$ cat config.mk
export PLATFORM = sky130hd
export DESIGN_NAME = cpu_bus_interface
export DESIGN_NICKNAME = d
export VERILOG_FILES = /design/src/rtl/cpu_bus_interface_pkg.sv /design/src/rtl/cpu_bus_interface_timeout_counter.sv /design/src/rtl/cpu_bus_interface.sv
export SDC_FILE = /design/constraint.sdc
export NUM_CORES = 1
export LEC_CHECK = 0
export BUFFER_PORTS_ARGS = -buffer_cell sky130_fd_sc_hd__buf_2
export CORE_MARGIN = 8
export CORE_UTILIZATION = 50
export CTS_CLUSTER_SIZE = 28
export DETAILED_ROUTE_END_ITERATION = 8
export GPL_TIMING_DRIVEN = 0
export PLACE_DENSITY = 0.81
export SYNTH_ARGS = -nofsm -noshare
export SYNTH_HDL_FRONTEND = slang
export SYNTH_SLANG_ARGS = --single-unit
$ cat constraint.sdc
create_clock -name clk -period 3.4 [get_ports clk]
set_clock_uncertainty 0.2 [all_clocks]
set_input_delay 0.51 -clock clk [delete_from_list [all_inputs] [get_ports clk]]
set_output_delay 0.51 -clock clk [all_outputs]
set_load 0.01 [all_outputs]
$ cat src/rtl/cpu_bus_interface_pkg.sv
// Shared encodings for the CPU IO controller handshake and the external bus FSM.
package cpu_bus_interface_pkg;

  localparam int unsigned IO_STATE_W  = 3;
  localparam int unsigned BUS_STATE_W = 2;

  typedef enum logic [IO_STATE_W-1:0] {
    IO_IDLE        = 3'd0,
    IO_READ_BEGIN  = 3'd1,
    IO_READ_WAIT   = 3'd2,
    IO_WRITE_BEGIN = 3'd3,
    IO_WRITE_WAIT  = 3'd4
  } io_state_e;

  typedef enum logic [BUS_STATE_W-1:0] {
    B_IDLE = 2'd0,
    B_REQ  = 2'd1,
    B_DONE = 2'd2
  } bus_state_e;

  function automatic logic is_begin(input logic [IO_STATE_W-1:0] s);
    return (s == IO_READ_BEGIN) || (s == IO_WRITE_BEGIN);
  endfunction

endpackage

$ cat src/rtl/cpu_bus_interface_timeout_counter.sv
// Counts request cycles without ack; flags the last allowed cycle. TIMEOUT=0 never expires.
module cpu_bus_interface_timeout_counter #(
  parameter int unsigned TIMEOUT = 255
) (
  input  logic clk,
  input  logic reset,
  input  logic clear,
  input  logic enable,
  output logic expired_c
);

  localparam int unsigned CNT_W = (TIMEOUT < 2) ? 1 : $clog2(TIMEOUT + 1);
  localparam logic [CNT_W-1:0] CNT_LAST = CNT_W'((TIMEOUT == 0) ? 0 : TIMEOUT - 1);
  localparam logic [CNT_W-1:0] CNT_MAX  = {CNT_W{1'b1}};

  logic [CNT_W-1:0] count;

  // Saturating so a disabled timeout can sit in B_REQ indefinitely without wrapping.
  always_ff @(posedge clk) begin
    if (!reset) begin
      count <= '0;
    end else if (clear) begin
      count <= '0;
    end else if (enable && (count != CNT_MAX)) begin
      count <= count + CNT_W'(1);
    end
  end

  assign expired_c = (TIMEOUT != 0) && (count == CNT_LAST);

endmodule

$ cat src/rtl/cpu_bus_interface.sv
// Bridges IO controller begin/wait states onto a req/ack memory bus with timeout.
module cpu_bus_interface
  import cpu_bus_interface_pkg::*;
#(
  parameter int unsigned ADDR_W  = 16,
  parameter int unsigned DATA_W  = 16,
  parameter int unsigned TIMEOUT = 255
) (
  input  logic              clk,
  input  logic              reset,
  input  logic [2:0]        io_state,
  input  logic [ADDR_W-1:0] cpu_addr,
  input  logic [DATA_W-1:0] cpu_wdata,
  output logic [DATA_W-1:0] cpu_rdata,
  output logic              ready,
  output logic              bus_error,
  output logic [ADDR_W-1:0] mem_addr,
  output logic [DATA_W-1:0] mem_wdata,
  output logic              mem_req,
  output logic              mem_we,
  input  logic [DATA_W-1:0] mem_rdata,
  input  logic              mem_ack
);

  bus_state_e        state, state_nxt;
  logic [ADDR_W-1:0] mem_addr_nxt;
  logic [DATA_W-1:0] mem_wdata_nxt, cpu_rdata_nxt;
  logic              mem_req_nxt, mem_we_nxt, ready_nxt, bus_error_nxt;
  logic              cnt_clear_c, cnt_enable_c, expired_c;

  cpu_bus_interface_timeout_counter #(.TIMEOUT(TIMEOUT)) u_timeout (
    .clk       (clk),
    .reset     (reset),
    .clear     (cnt_clear_c),
    .enable    (cnt_enable_c),
    .expired_c (expired_c)
  );

  // State and output registers.
  always_ff @(posedge clk) begin
    if (!reset) begin
      state     <= B_IDLE;
      mem_addr  <= '0;
      mem_wdata <= '0;
      cpu_rdata <= '0;
      mem_req   <= 1'b0;
      mem_we    <= 1'b0;
      ready     <= 1'b0;
      bus_error <= 1'b0;
    end else begin
      state     <= state_nxt;
      mem_addr  <= mem_addr_nxt;
      mem_wdata <= mem_wdata_nxt;
      cpu_rdata <= cpu_rdata_nxt;
      mem_req   <= mem_req_nxt;
      mem_we    <= mem_we_nxt;
      ready     <= ready_nxt;
      bus_error <= bus_error_nxt;
    end
  end

  always_comb begin
    state_nxt = state;
    unique case (state)
      B_IDLE:  if (is_begin(io_state)) state_nxt = B_REQ;
      B_REQ:   if (mem_ack || expired_c) state_nxt = B_DONE;
      B_DONE:  state_nxt = B_IDLE;
      default: state_nxt = B_IDLE;
    endcase
  end

  // Next register values; ready/bus_error default low so they pulse for one cycle.
  always_comb begin
    mem_addr_nxt  = mem_addr;
    mem_wdata_nxt = mem_wdata;
    cpu_rdata_nxt = cpu_rdata;
    mem_req_nxt   = mem_req;
    mem_we_nxt    = mem_we;
    ready_nxt     = 1'b0;
    bus_error_nxt = 1'b0;
    cnt_clear_c   = 1'b0;
    cnt_enable_c  = 1'b0;
    unique case (state)
      B_IDLE: begin
        if (io_state == IO_READ_BEGIN) begin
          mem_addr_nxt = cpu_addr;
          mem_we_nxt   = 1'b0;
          mem_req_nxt  = 1'b1;
          cnt_clear_c  = 1'b1;
        end else if (io_state == IO_WRITE_BEGIN) begin
          mem_addr_nxt  = cpu_addr;
          mem_wdata_nxt = cpu_wdata;
          mem_we_nxt    = 1'b1;
          mem_req_nxt   = 1'b1;
          cnt_clear_c   = 1'b1;
        end
      end
      B_REQ: begin
        if (mem_ack) begin
          mem_req_nxt = 1'b0;
          ready_nxt   = 1'b1;
          if (!mem_we) cpu_rdata_nxt = mem_rdata;
        end else if (expired_c) begin
          mem_req_nxt   = 1'b0;
          ready_nxt     = 1'b1;
          bus_error_nxt = 1'b1;
          if (!mem_we) cpu_rdata_nxt = '0;
        end else begin
          cnt_enable_c = 1'b1;
        end
      end
      default: ;
    endcase
  end

endmodule

Yosys cells after proc, flatten, opt, wreduce, memory -nomap -nowiden
Cells that the tools add are included.
Operators by class
  equality and inequality tests: 11
  add/subtract/negate cells: 1
  multiplexer cells: 23
  reductions and logical operators: 15
  bitwise gates (word level): 3
Operators with widths (number)
  16-bit two-way mux: 6
  1-bit two-way mux: 13
  8-bit by 1-bit adder with 8-bit output, second input constant: 1
  8-bit equality test, second input constant: 1
  2-bit inequality test, second input constant: 4
  8-bit inequality test, second input constant: 1
  3-bit inequality test, second input constant: 2
  2-bit AND reduction: 3
  3-bit AND reduction: 2
  2-bit nonzero test: 3
  2-bit two-way mux: 2
  2-bit one-hot mux with 2 select lines: 1
  4-bit AND reduction: 1
  3-bit by 1-bit equality test with 1-bit output, second input constant: 1
  3-bit by 2-bit equality test with 1-bit output, second input constant: 1
  1-bit inverter: 3
  3-bit OR reduction: 1
  2-bit by 1-bit equality test with 1-bit output, second input constant: 1
  2-bit zero test: 1
  1-bit logical OR: 2
  1-bit one-hot mux with 2 select lines: 1
  2-bit OR reduction: 1
  1-bit logical AND: 1
Word-level totals
  bits in registers: 62
  logic and storage cells: 62
  bits of input ports: 54

Depth between registers and ports, before layout
Gate-level depths: netlist of run 1.
  word-level depth: 5
  gate-level depth with buffers: 6

By module
From an unflattened synthesis of run 1, not the netlist that was laid out.
Unflattened totals
  cell total of the unflattened synthesis: 284
  area, all modules: 2557.5 um2
By module, submodules not included
  cpu_bus_interface: times used 1, sequential area each 1081.0 um2, area each 2108.3 um2, cells each 231
  cpu_bus_interface_timeout_counter: times used 1, sequential area each 160.2 um2, area each 449.2 um2, cells each 53

Worst setup path after synthesis of run 1
No wires, ideal clock.
  path type: input port to flip-flop
  start: input port io_state[2]
  end: register u_timeout.count[2]
  stages: 5
  arrival: 1464 ps
  path slack: 1610 ps
  data required time: 3073 ps
  cells stage by stage: or4b_1 -> buf_2 -> buf_2 -> o211ai_1 -> a31oi_1
On the way
  word-level cells in the longest chain between the ends: 5
  elaborated cells between the ends (all ways): 6
Ends and longest elaborated chain
  start: declaration: line cpu_bus_interface.sv:11  | input logic [2:0] io_state,
  3-bit by 2-bit equality test with 1-bit output: line cpu_bus_interface.sv:90  | end else if (io_state == IO_WRITE_BEGIN) begin
  1-bit two-way mux: line cpu_bus_interface.sv:90
  1-bit two-way mux (*): line cpu_bus_interface.sv:85  | if (io_state == IO_READ_BEGIN) begin
  1-bit two-way mux (*): line cpu_bus_interface.sv:83  | unique case (state)
  2-bit OR reduction (no line) (*)
  end signal: assignment: line cpu_bus_interface_timeout_counter.sv:25  | count <= count + CNT_W'(1);
  end: declaration: line cpu_bus_interface_timeout_counter.sv:16  | logic [CNT_W-1:0] count;
Every way passes the cells marked *; elsewhere a longest branch is shown, timed or not.
A chain may end at the register's enable or synchronous reset.

Final worst setup path of run 1
  start: register u_timeout.count[1]
  end: register cpu_rdata[4]
On the way
  word-level cells in the longest chain between the ends: 3
  elaborated cells between the ends (all ways): 4
Ends and longest elaborated chain
  8-bit equality test (*): line cpu_bus_interface_timeout_counter.sv:29  | assign expired_c = (TIMEOUT != 0) && (count == CNT_LAST);
  2-bit inequality test (no line) / 2-bit nonzero test (equally long branches)
  4-bit AND reduction (no line) (*)
  end signal: assignment: line cpu_bus_interface.sv:54  | cpu_rdata <= cpu_rdata_nxt;
  end: declaration: line cpu_bus_interface.sv:14  | output logic [DATA_W-1:0] cpu_rdata,
Marked as above.

==> flow_metrics.py, run 1 <==
metrics = {
    "outcome": {
        "status": "complete, no violations",
    },
    "critical_path": {
        "crit_required_ns": 3.42,
        "ff2ff_setup_slack_ns": 1.53,
        "cp_slowest_cell": "o41a_4",
        "crit_fanout": 10,
        "crit_chain": "ha_1 -> a31oi_4 -> o41a_4 -> buf_6 -> a22o_1",
        "critPathKind": "reg -> reg",
        "cpPeakStageDelay_ns": 0.42,
        "worstSetupStartpointType": "flip-flop",
        "arrival_ns": 1.89,
        "worst_setup_path_end_kind": "flip-flop",
    },
    "detailed_routing": {
        "drtIter0Drc": 79,
        "via_per_inst": 5.06,
        "finalWirelength_um": 6130,
        "num_vias": 2137,
        "wl_per_cell_um": 14.5,
        "firstDrtPassIters": 4,
        "ant_nets": 0,
        "drc": 0,
    },
    "layout": {
        "multi_input_area_um2": 1050,
        "layout.area.seq_um2": 1240,
        "insertedDiodeCount": 0,
        "layout_common_cells": "buf_2 (112), nand2_1 (71), dfxtp_1 (62)",
        "instances_no_fill": 422,
        "num-nets-final": 419,
        "fillers": 383,
        "drive_above_1_share": 0.397,
        "layout_commonest_cell": "buf_2",
        "postLayoutCellArea_um2": 3180,
        "post-route-util": 0.687,
        "flow.area_growth_from_synthesis_pct": 34.5,
    },
    "sta": {
        "rsz0062_at_grt": "no",
        "setup_tns_ns": 0,
        "finalCritPeriodShare": 0.551,
        "fin_ws_ns": 1.53,
        "relSlewSlack": 0.699,
        "period_needed_ns": 1.87,
        "max_freq_ghz": 0.534,
        "setup_viol": 0,
        "tightest_slew_ns": 0.450,
        "drv_slew": 0,
        "hold_viol": 0,
    },
    "synth": {
        "ys_seq_area_frac": 0.525,
        "syn_inst": 247,
        "synth.area.top_cells": "dfxtp_1 (52%), nand2_1 (11%), a21boi_0 (10%)",
        "synth_fp_nets": 303,
        "yosysTopAreaCell": "dfxtp_1",
        "ys_types": 44,
        "ys_ff_latch": 62,
        "synth_top_area_share": 0.525,
        "syn_area_um2": 2360,
        "yosys_warnings": 0,
        "avgSynthCellArea_um2": 9.57,
    },
    "global_route": {
        "grt_pass1_vias": 2149,
        "grt_overflow": 0,
        "grt_first_pass_wirelength_um": 9880,
        "track_usage": 0.172,
        "grt_max_degree": 12,
        "antenna_found_initial": 0,
    },
    "cts": {
        "clock_sinks": 62,
        "clockBufferDepth": 2,
        "insertion_delay_ns": 0.33,
        "post-cts-setup-buffers": 0,
        "cts_tree": "done",
        "cts_hold_buf": 0,
        "cts_root_buffer": "clkbuf_8",
        "htreeDepth": 3,
        "post_cts_resized": 0,
        "path_clk_slew_ns": 0.07,
        "numCtsBuffers": 9,
    },
    "place": {
        "dpl.cell_count": 406,
        "place_congestion": 0.795,
        "port_buffers": 105,
        "dpl-instance-area_um2": 2960,
        "dp_slack_ns": 1.39,
        "dpl.hpwl_um": 4620,
    },
    "floorplan": {
        "core-area_um2": 4630,
        "initial_core_util": 0.511,
        "fp.dieH_um": 84.8,
        "die_area_um2": 7190,
        "dieWidth_um": 84.8,
        "core.rowCount": 25,
        "pin_count": 106,
    },
    "power_and_ir_drop": {
        "cellLeakagePower_nw": 1.45,
        "ir_worst_vdd_v": 0.000340,
        "p_per_area_nw_per_um2": 507,
    },
    "worst_hold_path": {
        "holdCritPathClass": "in -> reg",
    },
    "flow_run": {
        "drv_cap": 0,
    },
}
-- state kept, by name (all words and copies together), names as in the netlist --
register         cells
bus_error            1
cpu_rdata           16
mem_addr            16
mem_req              1
mem_wdata           16
mem_we               1
ready                1
state                2
u_timeout.count      8
-- through the flow --
step,hold WS (ns),power (mW)
after CTS,0.179,1.63
after global placement,0.247,0.916
after floorplan,0.272,0.849
after global routing,0.181,1.67
final,0.193,1.61
after detailed placement,0.250,0.920
-- cells by family after synthesis --
family	after synthesis	share of synthesized area
AO/OA/AOI/OAI	63	0.222
multiplexers	1	0.00423
adder cells (fa/ha/maj)	2	0.0106
AND/OR/NAND/NOR	102	0.200
buffers and inverters	15	0.0312
flip-flops	62	0.525
XOR/XNOR	2	0.00741
-- layout make-up --
type | instances | area share
multi-input cells | 170 | 0.330
flip-flops and latches | 62 | 0.390
plain buffers | 13 | 0.0208
clock inverters | 6 | 0.0268
inverters | 2 | 0.00236
repair buffers | 105 | 0.165
clock buffers | 10 | 0.0433
well taps | 54 | 0.0212
-- final timing paths --
kind / from / to / cells after the start
max: u_timeout.count[1]$_SDFFE_PP0P_ / cpu_rdata[4]$_SDFFE_PN0P_ / 5
min: mem_rdata[8] / cpu_rdata[8]$_SDFFE_PN0P_ / 2
max reg2reg: u_timeout.count[1]$_SDFFE_PP0P_ / cpu_rdata[4]$_SDFFE_PN0P_ / 5
min reg2reg: mem_addr[7]$_SDFFE_PN0P_ / mem_addr[7]$_SDFFE_PN0P_ / 2
-- critical path, delay by kind of cell, from the launching register on --
family / cells / cell delay (ns)
adder cells (fa/ha/maj): 1 / 0.28
flip-flops: 1 / 0.40
AO/OA/AOI/OAI: 3 / 0.73
buffers and inverters: 1 / 0.16
-- Yosys cell counts --
cell / n
nor3b_1: 1
o211ai_1: 1
o21a_1: 1
nand2_1: 71
nand3_1: 5
ha_1: 2
a21oi_1: 1
and3_1: 1
mux2i_1: 1
and4bb_2: 1
nand3b_1: 1
nor3_1: 2
nand2_2: 1
or4_1: 1
o311ai_0: 1
dfxtp_1: 62
or4b_1: 1
nor3b_2: 1
xor2_1: 1
a31oi_4: 1
inv_1: 2
a22o_1: 10
a31oi_1: 1
clkbuf_2: 1
and3_2: 1
a22o_2: 6
a21boi_1: 1
a211oi_1: 2
o21ai_0: 2
clkbuf_1: 4
nor2_1: 9
a21boi_0: 32
and3_4: 2
and4_1: 1
o2111ai_1: 1
xnor2_1: 1
o41a_4: 1
and2_1: 1
o31a_1: 1
and2_2: 1
nor4b_2: 1
a311oi_1: 1
buf_6: 1
buf_2: 7
-- per-layer routing --
| layer | vias to the layer above | part of all wire | GRT usage |
|---|---|---|---|
| li1 | 1090 | - | - |
| met1 | 970 | 0.40 | 0.174 |
| met2 | 71 | 0.48 | 0.286 |
| met3 | 6 | 0.11 | 0.0946 |
| met4 | 0 | 0.011 | 0.0728 |
| met5 | - | 0 | 0 |
-- report_power, final --
part	switching, mW	internal, mW
clock	0.280	0.430
combinational	0.0725	0.0665
sequential	0.0132	0.750
total	0.366	1.25
Power figures use the tool's default switching activity.
==> inputs of run 2 (changes only) <==
--- a/config.mk
+++ b/config.mk
@@ -7,11 +7,11 @@
 export LEC_CHECK = 0
 export BUFFER_PORTS_ARGS = -buffer_cell sky130_fd_sc_hd__buf_2
 export CORE_MARGIN = 8
-export CORE_UTILIZATION = 50
+export CORE_UTILIZATION = 42
 export CTS_CLUSTER_SIZE = 28
 export DETAILED_ROUTE_END_ITERATION = 8
 export GPL_TIMING_DRIVEN = 0
-export PLACE_DENSITY = 0.81
+export PLACE_DENSITY = 0.72
 export SYNTH_ARGS = -nofsm -noshare
 export SYNTH_HDL_FRONTEND = slang
 export SYNTH_SLANG_ARGS = --single-unit
==> constraint.sdc (replaced) <==
create_clock -name clk -period 1.59 [get_ports clk]
set_clock_uncertainty 0.2 [all_clocks]
set_input_delay 0.2385 -clock clk [delete_from_list [all_inputs] [get_ports clk]]
set_output_delay 0.2385 -clock clk [all_outputs]
set_load 0.01 [all_outputs]
==> run 2 against run 1 <==
The run now ends with setup timing left. Wire length rose by 40%. Worst hold slack lost 0.12 ns. Final area up 33%. Critical path depth increased by 1. Die area increased by 15%. Register-to-register slack worse by 1.7 ns. Global-route usage up 1.8 points. First-iteration DRC count up 39%. Utilization is 8.3 points higher. Via count is 24% higher. Highest routed layer is now met5.
==> flow_metrics.py, run 2 (synthesis results as in run 1) <==
metrics = {
    "outcome": {
        "status": "finished with violations",
        "violations": "setup timing",
    },
    "detailed_routing": {
        "drtIter0Drc": 110,
        "finalWirelength_um": 8580,
        "drc": 0,
        "firstDrtPassIters": 4,
        "ant_nets": 0,
        "num_vias": 2641,
        "wl_per_cell_um": 16.7,
        "via_per_inst": 5.13,
    },
    "global_route": {
        "antenna_found_initial": 1,
        "track_usage": 0.190,
        "grt_max_degree": 12,
        "grt_pass1_vias": 2707,
        "grt_first_pass_wirelength_um": 13000,
        "grt_overflow": 0,
    },
    "critical_path": {
        "endpoint": "cpu_rdata[11]$_SDFFE_PN0P_",
        "reg2reg_depth": 6,
        "worstSetupStartpointType": "flip-flop",
        "crit_required_ns": 1.62,
        "worst-path-stages": 6,
        "crit_chain": "inv_2 -> ha_4 -> a31oi_4 -> o41a_4 -> buf_12 -> a22o_2",
        "setup.worst_path.start": "u_timeout.count[0]$_SDFFE_PP0P_",
        "r2r_end": "cpu_rdata[11]$_SDFFE_PN0P_",
        "arrival_ns": 1.75,
        "worst_setup_path_end_kind": "flip-flop",
        "cpLargestDelayFamily": "compound AO/OA/AOI/OAI gates",
        "rr_startpoint": "u_timeout.count[0]$_SDFFE_PP0P_",
        "cpPeakStageDelay_ns": 0.40,
        "crit_buf_inv": 2,
        "ff2ff_setup_slack_ns": -0.13,
        "critPathKind": "reg -> reg",
        "crit_fanout": 5,
        "cp_slowest_cell": "o41a_4",
    },
    "power_and_ir_drop": {
        "p_comb_frac": 0.135,
        "p_clk_frac": 0.435,
        "p_per_area_nw_per_um2": 903,
        "ir_worst_vdd_v": 0.000833,
        "seq_power_share": 0.430,
        "p_switching_mw": 0.885,
        "power.total_mw": 3.80,
        "p_int_mw": 2.92,
        "cellLeakagePower_nw": 1.93,
        "p_sw_frac": 0.233,
    },
    "sta": {
        "relSlewSlack": 0.716,
        "rsz0062_at_grt": "yes",
        "period_needed_ns": 1.72,
        "setup_viol": 40,
        "tightest_slew_ns": 0.427,
        "max_freq_ghz": 0.581,
        "setup_tns_ns": -2.42,
        "hold_ws_ns": 0.0750,
        "finalCritPeriodShare": 1.08,
        "fin_ws_ns": -0.131,
        "hold_viol": 0,
        "drv_slew": 0,
    },
    "place": {
        "place_congestion": 0.744,
        "port_buffers": 105,
        "dpl-instance-area_um2": 3020,
        "dp_slack_ns": -0.187,
        "dpl.hpwl_um": 4600,
        "dpl.cell_count": 424,
    },
    "floorplan": {
        "core-area_um2": 5470,
        "core.rowCount": 27,
        "initial_core_util": 0.432,
        "die_area_um2": 8290,
        "fp.dieH_um": 91.0,
        "pin_count": 106,
        "dieWidth_um": 91.0,
    },
    "layout": {
        "top_regs": "cpu_rdata (16), mem_addr (16), mem_wdata (16)",
        "flow.area_growth_from_synthesis_pct": 78.3,
        "num-nets-final": 493,
        "multi_input_area_um2": 1250,
        "drive_above_1_share": 0.509,
        "postLayoutCellArea_um2": 4220,
        "layout.area.seq_um2": 1270,
        "layout_commonest_cell": "buf_2",
        "post-route-util": 0.770,
        "instances_no_fill": 515,
        "layout_common_cells": "buf_2 (105), dfxtp_1 (52), dlygate4sd3_1 (48)",
        "fillers": 356,
    },
    "cts": {
        "clock_sinks": 62,
        "numCtsBuffers": 9,
        "clockBufferDepth": 2,
        "htreeDepth": 3,
        "path_clk_slew_ns": 0.07,
        "cts_root_buffer": "clkbuf_8",
        "cts_tree": "done",
        "insertion_delay_ns": 0.33,
    },
    "worst_hold_path": {
        "holdCritPathClass": "in -> reg",
        "hold_path_depth": 4,
    },
    "flow_run": {
        "drv_cap": 0,
    },
}
run 2: cell count changes in the layout (fill, tap and decap cells not counted), sizes merged:
cell         delta
buf            +25
bufinv          +1
clkinv          +1
clkinvlp        -1
diode           +1
dlygate4sd3    +48
run 2: power by group through the flow:
stage | Clock [mW] | Combinational [mW] | Sequential [mW]
2_1_floorplan | 0 | 0.134 | 1.69
3_3_place_gp | 0 | 0.304 | 1.67
3_5_place_dp | 0 | 0.309 | 1.67
4_1_cts | 1.68 | 0.445 | 1.63
5_1_grt | 1.75 | 0.552 | 1.64
6_report | 1.65 | 0.514 | 1.64
run 2: area by class of cell:
class	instances	share of cell area
flip-flops and latches	62	0.301
repair buffers	180	0.298
multi-input cells	170	0.298
clock buffers	9	0.0294
clock inverters	7	0.0267
plain buffers	12	0.0232
well taps	72	0.0214
inverters	2	0.00178
diodes	1	0.000594
run 2: worst register-to-register path, cell delays in order, from the launching register on:
cell and delay, ns:
dfxtp_4 0.36, inv_2 0.07, ha_4 0.14, a31oi_4 0.08, o41a_4 0.40, buf_12 0.15, a22o_2 0.20
run 2: how the worst min path moves through the flow:
stage                                  start                         endpoint  slack (ns)
CTS                                    reset            state[1]$_SDFFE_PN0P_        0.09
finish                           io_state[1]        mem_wdata[2]$_SDFFE_PN0P_        0.07
global placement    mem_addr[9]$_SDFFE_PN0P_         mem_addr[9]$_SDFFE_PN0P_        0.25
detailed placement  mem_addr[7]$_SDFFE_PN0P_         mem_addr[7]$_SDFFE_PN0P_        0.25
global route                           reset  u_timeout.count[1]$_SDFFE_PP0P_        0.09
floorplan                            mem_ack            state[1]$_SDFFE_PN0P_        0.16
run 2: layer usage:
layer,vias to the layer above,routed length (µm),GRT usage
li1,1243,-,-
met5,-,8,0
met4,2,155,0.0819
met1,1269,3450,0.210
met3,15,693,0.0765
met2,112,4270,0.316
run 2: timing repair:
item,4_1_cts,5_1_grt
resized for setup,35,73
buffers inserted,15,9
hold buffers,48,0
endpoints found under the setup margin,44,52
pin swaps,2,53
cloned,2,1
hold endpoints to repair,48,0
